## src/rtl/fetch_unit.sv

```systemverilog
// Instruction-fetch stage: owns the PC, runs req/ack with instruction memory and
// hands fetched words to decode through a one-entry valid/ready buffer with branch redirect.
module fetch_unit #(
   parameter int unsigned       ADDR_W   = 8,
   parameter int unsigned       INSTR_W  = 16,
   parameter logic [ADDR_W-1:0] RESET_PC = '0
) (
   input  logic               clk,
   input  logic               rst,
   output logic [ADDR_W-1:0]  pc_out,
   input  logic [ADDR_W-1:0]  pc_plus,
   output logic               mem_req,
   output logic [ADDR_W-1:0]  mem_addr,
   input  logic               mem_ack,
   input  logic [INSTR_W-1:0] mem_data,
   output logic [INSTR_W-1:0] instr_out,
   output logic [ADDR_W-1:0]  instr_pc,
   output logic               instr_valid,
   input  logic               instr_ready,
   input  logic               branch_en,
   input  logic [ADDR_W-1:0]  branch_target
);

   typedef enum logic [1:0] {
      IDLE  = 2'd0,
      REQ   = 2'd1,
      HOLD  = 2'd2,
      FLUSH = 2'd3
   } state_t;

   state_t               state_q, state_d;
   logic [ADDR_W-1:0]    pc_q, pc_d;
   logic                 req_q, req_d;
   logic [ADDR_W-1:0]    addr_q, addr_d;
   logic [INSTR_W-1:0]   iout_q, iout_d;
   logic [ADDR_W-1:0]    ipc_q, ipc_d;
   logic                 valid_q, valid_d;

   always_ff @(posedge clk) begin
      if (rst) begin
         state_q <= IDLE;
         pc_q    <= RESET_PC;
         req_q   <= 1'b0;
         addr_q  <= RESET_PC;
         iout_q  <= '0;
         ipc_q   <= '0;
         valid_q <= 1'b0;
      end else begin
         state_q <= state_d;
         pc_q    <= pc_d;
         req_q   <= req_d;
         addr_q  <= addr_d;
         iout_q  <= iout_d;
         ipc_q   <= ipc_d;
         valid_q <= valid_d;
      end
   end

   always_comb begin
      state_d = state_q;
      pc_d    = pc_q;
      req_d   = req_q;
      addr_d  = addr_q;
      iout_d  = iout_q;
      ipc_d   = ipc_q;
      valid_d = valid_q;

      unique case (state_q)
         IDLE: begin
            req_d   = 1'b1;
            state_d = REQ;
            if (branch_en) begin
               pc_d   = branch_target;
               addr_d = branch_target;
            end else begin
               addr_d = pc_q;
            end
         end

         REQ: begin
            if (branch_en) begin
               pc_d = branch_target;
               // An ack on the redirect edge is dropped and the new address issued at once;
               // without an ack the old request stays outstanding and must be drained.
               if (mem_ack) begin
                  addr_d = branch_target;
               end else begin
                  state_d = FLUSH;
               end
            end else if (mem_ack) begin
               iout_d  = mem_data;
               ipc_d   = addr_q;
               valid_d = 1'b1;
               req_d   = 1'b0;
               pc_d    = pc_plus;
               state_d = HOLD;
            end
         end

         HOLD: begin
            if (branch_en) begin
               valid_d = 1'b0;
               pc_d    = branch_target;
               req_d   = 1'b1;
               addr_d  = branch_target;
               state_d = REQ;
            end else if (valid_q && instr_ready) begin
               valid_d = 1'b0;
               req_d   = 1'b1;
               addr_d  = pc_q;
               state_d = REQ;
            end
         end

         FLUSH: begin
            if (branch_en) begin
               pc_d = branch_target;
            end
            if (mem_ack) begin
               addr_d  = branch_en ? branch_target : pc_q;
               state_d = REQ;
            end
         end

         default: state_d = IDLE;
      endcase
   end

   assign pc_out      = pc_q;
   assign mem_req     = req_q;
   assign mem_addr    = addr_q;
   assign instr_out   = iout_q;
   assign instr_pc    = ipc_q;
   assign instr_valid = valid_q;

endmodule

```

## config.mk

```make
export PLATFORM = sky130hd
export DESIGN_NAME = fetch_unit
export DESIGN_NICKNAME = d
export VERILOG_FILES = /design/src/rtl/fetch_unit.sv
export SDC_FILE = /design/constraint.sdc
export NUM_CORES = 1
export LEC_CHECK = 0
export BUFFER_PORTS_ARGS = -buffer_cell sky130_fd_sc_hd__buf_2
export CAP_MARGIN = 20
export CORE_ASPECT_RATIO = 1.5
export CORE_UTILIZATION = 40
export CTS_BUF_LIST = sky130_fd_sc_hd__clkbuf_8 sky130_fd_sc_hd__clkbuf_16
export DETAILED_ROUTE_END_ITERATION = 10
export PLACE_DENSITY = 0.71
export SYNTH_ARGS = -nofsm -noshare
export SYNTH_HDL_FRONTEND = slang
export SYNTH_SLANG_ARGS = --single-unit
```

## constraint.sdc

```tcl
create_clock -name clk -period 1.4 [get_ports clk]
set_input_delay 0 -clock clk [delete_from_list [all_inputs] [get_ports clk]]
set_output_delay 0 -clock clk [all_outputs]
set_load 0.01 [all_outputs]
```

==> metrics.txt, run 1 <==
Pleak 1.25 nW; most common cell after layout, fill and taps aside buf_2; via count 1,816; power per cell area 1060 mW/mm²; ant diodes 0; multiplexer area fraction after synthesis 0.0860; switching part of the total 0.249; Final Hold Fails 0; Core Region 0.00450 mm²; final-report setup violation count 8; router iterations before antenna repair 7; Total Wirelength 4550 µm; post-route ant nets 0; Comb pwr share 0.184; Filler cells 422; CTS root buf clkbuf_8; Final Wtd Congestion 0.723; Die Ht 85.6 µm; YS warnings 0; worst skew pair latency 0.29 ns; syn_nets 248; routed len/inst 12.8 µm; Avg Vias per Cell 5.10; Slew Viols, Final 0; status finished with violations; Final Cycle Share 1.01; pin count of the biggest net entering global routing 25; clock share of power 0.329; number of global-route vias before repair 1,761; Pint 2.12 mW; Clock transition at path regs 0.08 ns; Util after Layout 0.593; simple-gate portion of the synthesized area 0.183; GR Overflow Total 0; clk_skew 0.00452 ns; Setup crit start kind flip-flop; Psw 0.702 mW; crit path max fanout 8; Fmax 707 MHz; DR DRC count 6; Synth Area in Compound Gates 0.213; Starting Density 0.414; Setup WS post-layout -0.0140 ns; Clock Sinks 44; Max clock buf depth 2; worst hold margin 0.00260 ns; Mapped Avg Cell Area 8.83 µm²; Cell variety after synth 32; Hold/Removal Path Class in -> reg; CTS buffer count 5; worst-margin pin slew 0.449 ns; Synth Area in XOR/XNOR 0; Place WS -0.0686 ns; worst endpoint required time 1.58 ns; Slew headroom 0.700; kind of critical path reg -> reg; violated checks DRC, setup timing; VDD IR max 0.564 mV; die footprint 0.00494 mm²; area grow syn2layout 43.5%; main combinational cell family by area after synthesis compound AO/OA/AOI/OAI gates; die width 57.7 µm; H-tree depth 2; Synth Instances 211; adder-cell area share of the yosys netlist 0; Crit. End Element flip-flop; IO Pins 79; cell area after synthesis 0.00186 mm²; DP Cell Count 330; port buffer count 78; first-pass GRT wire length 7520 µm; unrepaired setup endpoints after global routing true; Detailed Route Iter0 Violations 28; sequential share of power 0.488; nets@finish 344; min cycle time layout 1.41 ns; total power 2.82 mW; #FFs+latches synth 44; initial antenna violation count 0; Seq/Total Area, Yosys 0.473; gr usage total 0.194; Final Non-Filler Cells 356; HPWL Detailed 3060 µm; TritonCTS clock tree built; max cap viols 0; critical path data arrival time 1.60 ns; most frequent cells in the layout buf_2 (78), nand2_1 (56), dfxtp_1 (42), a21oi_1 (25), dlygate4sd3_1 (16); Cell Rows 30; layout cell share with drive strength beyond 1 0.364
==> cells in the mapped netlist, drive strengths merged <==
| cell | number | area (µm²) |
|---|---|---|
| nand2 | 56 | 210 |
| nand3b | 1 | 7.51 |
| o311a | 8 | 80.1 |
| clkbuf | 4 | 16.3 |
| or3 | 1 | 6.26 |
| buf | 12 | 63.8 |
| dfxtp | 44 | 881 |
| nor3b | 1 | 18.8 |
| o21bai | 8 | 60.1 |
| a22o | 7 | 61.3 |
| nor2 | 5 | 21.3 |
| o21ai | 8 | 40.0 |
| mux2 | 8 | 90.1 |
| a31oi | 1 | 6.26 |
| nor2b | 3 | 21.3 |
| a21boi | 1 | 7.51 |
| and3b | 1 | 8.76 |
| a21oi | 25 | 125 |
| nand2b | 1 | 8.76 |
| nor4 | 1 | 12.5 |
| a211oi | 1 | 7.51 |
| a311oi | 1 | 8.76 |
| and2 | 1 | 6.26 |
| inv | 1 | 3.75 |
| mux2i | 7 | 70.1 |
| nor3 | 4 | 20.0 |
==> worst max-delay path: stages, from the launching register on <==
cell,delay (ns)
dfxtp_2,0.33
nor2b_4,0.13
nor2_4,0.12
buf_12,0.14
mux2_4,0.30
o311a_1,0.28
==> path summary, 6_finish.rpt <==
path | cells past startpoint | end | startpoint | slack, ns
max reg2reg | 5 | mem_addr[1]$_SDFFE_PP0P_ | state_q[0]$_SDFFE_PP0P_ | -0.01
min | 3 | pc_out[0]$_SDFFE_PP0P_ | branch_target[0] | 0.003
max | 5 | mem_addr[1]$_SDFFE_PP0P_ | state_q[0]$_SDFFE_PP0P_ | -0.01
min reg2reg | 2 | instr_pc[2]$_SDFFE_PP0P_ | instr_pc[2]$_SDFFE_PP0P_ | 0.45
==> state kept, by name, summed over array words and instances (netlist names) <==
name,cells
instr_pc,8
state_q,2
mem_req,1
instr_out,16
pc_out,8
mem_addr,8
instr_valid,1
==> kinds of logic (layout without fill, tap and decap cells) <==
family,after synthesis,count (layout)
DFF,44,44
and+or+nand+nor,75,75
muxes,15,15
AOI/OAI and AO/OA,60,60
buffers and inverters,17,114
==> metrics by stage <==
step                      instance area (µm²)  setup TNS (ns)
final                                    2670         -0.0720
after detailed placement                 2320          -0.455
after floorplan                          1870               0
after CTS                                2640               0
after global routing                     2670          -0.896
after global placement                   2320          -0.263
==> area by class of cell <==
| cell class | count | area, µm² | area share |
|---|---|---|---|
| repair buffers | 105 | 669 | 0.250 |
| inverters | 1 | 3.75 | 0.00140 |
| multi-input cells | 150 | 948 | 0.355 |
| flip-flops and latches | 44 | 883 | 0.331 |
| well taps | 48 | 60.1 | 0.0225 |
| clock inverters | 3 | 38.8 | 0.0145 |
| clock buffers | 5 | 68.8 | 0.0257 |
==> routing by layer <==
layer | vias to the layer above | global-route usage | share of wire
met5 | - | 0 | 0
met4 | 0 | 0.0823 | 0.013
met3 | 8 | 0.0377 | 0.054
met2 | 57 | 0.373 | 0.54
met1 | 824 | 0.196 | 0.39
li1 | 927 | - | -
==> power groups by stage <==
stage | sequential [mW] | combinational (mW) | clock, mW
final | 1.38 | 0.518 | 0.928
after global routing | 1.39 | 0.570 | 1.01
after CTS | 1.38 | 0.509 | 0.967
after detailed placement | 1.40 | 0.439 | 0
after global placement | 1.40 | 0.430 | 0
after floorplan | 1.43 | 0.240 | 0
==> timing repair <==
item,in CTS,in global routing
resized for setup,11,5
pin swaps,1,0
hold buffers,16,0
endpoints found under the setup margin,8,38
buffers inserted,1,1
hold endpoints to repair,16,0
Power figures use the tool's default switching activity.
==> run 2: changes to the inputs <==
--- a/config.mk
+++ b/config.mk
@@ -11,7 +11,7 @@
 export CORE_UTILIZATION = 40
 export CTS_BUF_LIST = sky130_fd_sc_hd__clkbuf_8 sky130_fd_sc_hd__clkbuf_16
 export DETAILED_ROUTE_END_ITERATION = 10
-export PLACE_DENSITY = 0.71
+export PLACE_DENSITY = 0.69
 export SYNTH_ARGS = -nofsm -noshare
 export SYNTH_HDL_FRONTEND = slang
 export SYNTH_SLANG_ARGS = --single-unit
==> run 2 against run 1 <==
The run ends with DRC left. Global-route usage increased by 0.91 points. Critical path depth unchanged. Clock power decreased by 22%. Cell count increased by 0.28%. Die area unchanged. Critical endpoint unchanged. Highest routed layer unchanged.
==> metrics.txt, run 2 (synthesized netlist as in run 1, its figures left out) <==
status finished with violations (unchanged); violated checks DRC (was DRC, setup timing); critical path data arrival time 1.56 ns (was 1.60 ns); Cell Rows 30 (unchanged); Max clock buf depth 2 (unchanged); final setup TNS 0 ns (was -0.0720 ns); CP Cell Sequence nor2b_4, nor2_4, buf_12, mux2_4, o311a_1 (unchanged); worst skew pair latency 0.29 ns (about the same); ant diodes 0 (unchanged); most frequent cells in the layout buf_2 (78), nand2_1 (56), dfxtp_1 (43), a21oi_1 (24), dlygate4sd3_1 (16) (was buf_2 (78), nand2_1 (56), dfxtp_1 (42), a21oi_1 (25), dlygate4sd3_1 (16)); Slew Viols, Final 0 (unchanged); first-pass GRT wire length 7850 µm (was 7520 µm); crit path max fanout 8 (unchanged); worst r2r dst mem_addr[1]$_SDFFE_PP0P_ (unchanged); Detailed Route Iter0 Violations 38 (was 28); max reg flops 16 (unchanged); placement-stage cell area 0.00234 mm² (was 0.00232 mm²); die width 57.7 µm (unchanged); Worst setup startpoint state_q[1]$_SDFFE_PP0P_ (was state_q[0]$_SDFFE_PP0P_); Setup WS post-layout 0.0163 ns (was -0.0140 ns); die footprint 0.00494 mm² (unchanged); TritonCTS clock tree built (unchanged); DR DRC count 7 (was 6); register-to-register setup slack 0.02 ns (was -0.01 ns); multi-input logic area 943 µm² (was 948 µm²); routed len/inst 13.4 µm (was 12.8 µm); power per cell area 981 mW/mm² (was 1060 mW/mm²); clk_skew 0.00393 ns (was 0.00452 ns); CTS buffer count 5 (unchanged); Starting Density 0.414 (unchanged); reg-to-reg critical path startpoint state_q[1]$_SDFFE_PP0P_ (was state_q[0]$_SDFFE_PP0P_); Filler cells 445 (was 422); post-route ant nets 0 (unchanged); Final Wtd Congestion 0.743 (was 0.723); Setup crit start kind flip-flop (unchanged); nets@finish 346 (was 344); Seq. cell area 885 µm² (was 883 µm²); Total Wirelength 4770 µm (was 4550 µm); worst-margin pin slew 0.493 ns (was 0.449 ns); port buffer count 78 (unchanged); hold depth 3 (unchanged); router iterations before antenna repair 7 (unchanged); worst hold margin 0.0177 ns (was 0.00260 ns); number of global-route vias before repair 1,771 (was 1,761); Hold Path End pc_out[0]$_SDFFE_PP0P_ (unchanged); Util after Layout 0.595 (was 0.593); worst endpoint required time 1.58 ns (about the same); Clock transition at path regs 0.08 ns (about the same); Fmax 723 MHz (was 707 MHz); Die Ht 85.6 µm (unchanged); most common cell after layout, fill and taps aside buf_2 (unchanged); Final Cycle Share 0.988 (was 1.01); Avg Vias per Cell 5.09 (was 5.10); worst r2r path cells 5 (unchanged); initial antenna violation count 0 (unchanged); hold_sp branch_target[0] (unchanged); unrepaired setup endpoints after global routing true (unchanged); Crit. End Element flip-flop (unchanged); GR Overflow Total 0 (unchanged); via count 1,816 (unchanged); H-tree depth 2 (unchanged); CP max stage cell dfxtp_4 (was dfxtp_2); max cap viols 0 (unchanged); Slew headroom 0.670 (was 0.700); layout cell share with drive strength beyond 1 0.366 (was 0.364); Final Hold Fails 0 (unchanged); final-report setup violation count 0 (was 8); kind of critical path reg -> reg (unchanged); VDD IR max 0.724 mV (was 0.564 mV); CTS root buf clkbuf_8 (unchanged); Clock Sinks 44 (unchanged); area grow syn2layout 43.9% (was 43.5%); HPWL Detailed 3180 µm (was 3060 µm); min cycle time layout 1.38 ns (was 1.41 ns); largest stage delay on the critical path 0.37 ns (was 0.33 ns); design area 0.00268 mm² (was 0.00267 mm²); Pleak 1.25 nW (about the same); gr usage total 0.203 (was 0.194); pin count of the biggest net entering global routing 25 (unchanged); Core Region 0.00450 mm² (unchanged); Hold/Removal Path Class in -> reg (unchanged); IO Pins 79 (unchanged); Place WS -0.0791 ns (was -0.0686 ns)
[run 2: changes by cell type in the layout (fill, tap and decap cells not counted), sizes merged]
cell	delta
buf	+1
bufinv	-1
clkbuf	+1
[run 2: layout make-up]
type | count | area share
inverters | 1 | 0.00140
flip-flops and latches | 44 | 0.330
clock inverters | 2 | 0.00327
repair buffers | 107 | 0.265
clock buffers | 5 | 0.0257
multi-input cells | 150 | 0.352
well taps | 48 | 0.0224
[run 2: metal layers]
metal | vias to the layer above | routed length, µm | global-route usage
met1 | 826 | 1950 | 0.220
met2 | 58 | 2520 | 0.384
li1 | 926 | - | -
met5 | - | 0 | 0
met4 | 0 | 63 | 0.0584
met3 | 6 | 240 | 0.0452
[run 2: timing repair]
item,4_1_cts,5_1_grt
endpoints found under the setup margin,8,28
hold buffers,16,0
resized for setup,12,3
cloned,0,1
hold endpoints to repair,16,0
buffers inserted,1,2
pin swaps,1,2
[run 2: per-stage QoR]
stage	instances	power (mW)
after floorplan	211	1.67
after global placement	331	1.84
after detailed placement	331	1.85
after CTS	355	2.65
after global routing	357	2.78
final	357	2.63
[run 2: power breakdown]
group	leakage (nW)	total, mW	internal [mW]	switching, mW
combinational	0.848	0.529	0.284	0.245
sequential	0.361	1.37	1.32	0.0516
clock	0.0452	0.726	0.332	0.394
total	1.25	2.63	1.94	0.691
[run 2: worst max-delay path by stage]
stage	endpoint	slack, ns	cells after the start
after detailed placement	mem_addr[1]$_SDFFE_PP0P_	-0.08	4
after global placement	mem_addr[1]$_SDFFE_PP0P_	-0.02	4
after CTS	mem_addr[1]$_SDFFE_PP0P_	0.01	5
after global routing	mem_addr[1]$_SDFFE_PP0P_	-0.03	5
final	mem_addr[1]$_SDFFE_PP0P_	0.02	5
after floorplan	mem_addr[0]$_SDFFE_PP0P_	0.003	4
[run 2: worst max-delay path, delay by kind of cell (launching register included)]
family | cells | cell delay (ns)
compound gates | 1 | 0.28
simple gates | 2 | 0.19
mux | 1 | 0.29
flops | 1 | 0.37
buf+inv | 1 | 0.14
==> run 3: changes to the inputs <==
==> config.mk (replaced) <==
export PLATFORM = sky130hd
export DESIGN_NAME = fetch_unit
export DESIGN_NICKNAME = d
export VERILOG_FILES = /design/src/rtl/fetch_unit.sv
export SDC_FILE = /design/constraint.sdc
export NUM_CORES = 1
export LEC_CHECK = 0
export CAP_MARGIN = 20
export CORE_ASPECT_RATIO = 1.5
export CORE_UTILIZATION = 40
export CTS_BUF_LIST = sky130_fd_sc_hd__clkbuf_8 sky130_fd_sc_hd__clkbuf_16
export DETAILED_ROUTE_END_ITERATION = 10
export DONT_BUFFER_PORTS = 1
export PLACE_DENSITY = 0.54
export SYNTH_ARGS = -nofsm -noshare
export SYNTH_HDL_FRONTEND = slang
export SYNTH_SLANG_ARGS = --single-unit
==> run 3 against run 2 <==
Clock power increased by 24%. Utilization is 4.8 points lower. Global-route usage fell by 1.6 points. Non-clock buffer count shrank 64. Cell count decreased by 18%. The run ends with DRC, setup timing left. Fmax is 2.0% lower. Critical path type unchanged. Critical endpoint is now mem_addr[6]$_SDFFE_PP0P_. Clock-buffer cell count is the same. Flip-flop and latch count stayed put. Cell area down 8.0%.
==> metrics.txt, run 3 (synthesized netlist as in run 1, its figures left out) <==
violated checks DRC, setup timing (was DRC); max reg flops 16 (unchanged); crit path max fanout 8 (unchanged); CTS root buf clkbuf_8 (unchanged); gr usage total 0.187 (was 0.203); Clock transition at path regs 0.08 ns (about the same); Core Region 0.00450 mm² (unchanged); Slew headroom 0.675 (was 0.670); min cycle time layout 1.41 ns (was 1.38 ns); Total Wirelength 4730 µm (was 4770 µm); most common cell after layout, fill and taps aside nand2_1 (was buf_2); CTS buffer count 5 (unchanged); die width 57.7 µm (unchanged); Fmax 709 MHz (was 723 MHz); final setup TNS -0.0502 ns (was 0 ns); nets@finish 282 (was 346); Setup crit start kind flip-flop (unchanged); first-pass GRT wire length 7240 µm (was 7850 µm); pin count of the biggest net entering global routing 30 (was 25); DR DRC count 7 (unchanged); most frequent cells in the layout nand2_1 (56), dfxtp_1 (42), dlygate4sd3_1 (29), a21oi_1 (24) (was buf_2 (78), nand2_1 (56), dfxtp_1 (43), a21oi_1 (24), dlygate4sd3_1 (16)); worst hold margin 0.0141 ns (was 0.0177 ns); Clock Sinks 44 (unchanged); Buf/Inv on CP 1 (unchanged); Final Hold Fails 0 (unchanged); routed len/inst 16.2 µm (was 13.4 µm); Detailed Route Iter0 Violations 60 (was 38); total power 2.74 mW (was 2.63 mW); number of global-route vias before repair 1,600 (was 1,771); Pleak 0.963 nW (was 1.25 nW); Max clock buf depth 2 (unchanged); critical path data arrival time 1.59 ns (was 1.56 ns); router iterations before antenna repair 7 (unchanged); Crit. End Element flip-flop (unchanged); H-tree depth 2 (unchanged); Place WS -0.101 ns (was -0.0791 ns); ant diodes 0 (unchanged); unrepaired setup endpoints after global routing true (unchanged); CP Cell Sequence nor2b_4, nor2_4, buf_12, mux2_4, o311a_1 (unchanged); Final Wtd Congestion 0.794 (was 0.743); clk_skew 0.00562 ns (was 0.00393 ns); Die Ht 85.6 µm (unchanged); CP max stage cell dfxtp_2 (was dfxtp_4); post-route ant nets 0 (unchanged); Slew Viols, Final 0 (unchanged); Final Cycle Share 1.01 (was 0.988); Cell Rows 30 (unchanged); final-report setup violation count 6 (was 0); port buffer count 0 (was 78); power per cell area 1110 mW/mm² (was 981 mW/mm²); max cap viols 0 (unchanged); placement-stage cell area 0.00194 mm² (was 0.00234 mm²); worst-margin pin slew 0.487 ns (was 0.493 ns); worst endpoint required time 1.57 ns (was 1.58 ns); VDD IR max 0.568 mV (was 0.724 mV); HPWL Detailed 3050 µm (was 3180 µm); GR Overflow Total 0 (unchanged); design area 0.00246 mm² (was 0.00268 mm²); Setup WS post-layout -0.0113 ns (was 0.0163 ns); IO Pins 79 (unchanged); CP top delay family flip-flops (unchanged); Hold/Removal Path Class in -> reg (unchanged); via count 1,606 (was 1,816); layout cell share with drive strength beyond 1 0.156 (was 0.366); Starting Density 0.414 (unchanged); Avg Vias per Cell 5.50 (was 5.09); kind of critical path reg -> reg (unchanged); TritonCTS clock tree built (unchanged); area grow syn2layout 32.3% (was 43.9%); status finished with violations (unchanged); die footprint 0.00494 mm² (unchanged); largest stage delay on the critical path 0.32 ns (was 0.37 ns); worst skew pair latency 0.28 ns (was 0.29 ns); initial antenna violation count 0 (unchanged)
[run 3: through the flow]
| step | util | cells |
|---|---|---|
| 4_1_cts | 0.529 | 289 |
| 3_5_place_dp | 0.430 | 253 |
| 6_report | 0.547 | 292 |
| 3_3_place_gp | 0.430 | 253 |
| 5_1_grt | 0.547 | 292 |
| 2_1_floorplan | - | 211 |
[run 3: final cells by class]
| class | instances | area [µm²] |
|---|---|---|
| fill | 422 | 2040 |
| multi-input combinational | 150 | 946 |
| sequential | 44 | 883 |
| timing repair buffer | 43 | 473 |
| clock buffer | 5 | 68.8 |
| tap | 48 | 60.1 |
| clock inverter | 1 | 30.0 |
| inverter | 1 | 3.75 |
[run 3: final timing paths]
kind / cells past startpoint / start / slack (ns) / end
worst max-delay path: 5 / state_q[0]$_SDFFE_PP0P_ / -0.01 / mem_addr[6]$_SDFFE_PP0P_
worst min-delay path: 2 / rst / 0.01 / pc_out[6]$_SDFFE_PP0P_
worst max register to register: 5 / state_q[0]$_SDFFE_PP0P_ / -0.01 / mem_addr[6]$_SDFFE_PP0P_
worst min register to register: 2 / instr_out[11]$_SDFFE_PP0P_ / 0.50 / instr_out[11]$_SDFFE_PP0P_
[run 3: power by group]
| group | internal (mW) | switching, mW |
|---|---|---|
| Sequential | 1.32 | 0.0951 |
| Combinational | 0.241 | 0.180 |
| Clock | 0.512 | 0.387 |
| Total | 2.08 | 0.662 |
[run 3: what timing repair did]
action                                 in CTS  in global routing
gates cloned                                0                  1
endpoints found under the hold margin      44                  0
setup endpoints to repair                   8                 33
gates resized for setup                    12                  6
pin swaps                                   1                  2
hold buffers                               29                  0
buffers inserted                            1                  1
[run 3: worst register-to-register path: cells and delay by family (launching register included)]
| kind | cells | cell delay (ns) |
|---|---|---|
| and+or+nand+nor | 2 | 0.25 |
| buffers and inverters | 1 | 0.14 |
| DFF | 1 | 0.32 |
| muxes | 1 | 0.30 |
| AOI/OAI and AO/OA | 1 | 0.28 |
[run 3: routing by layer]
layer  wire length, µm  up-vias  track usage
met5                 0        -            0
met4                77        0       0.0779
met3               289        6       0.0483
met2              2490       59        0.362
met1              1870      735        0.182
li1                  -      806            -
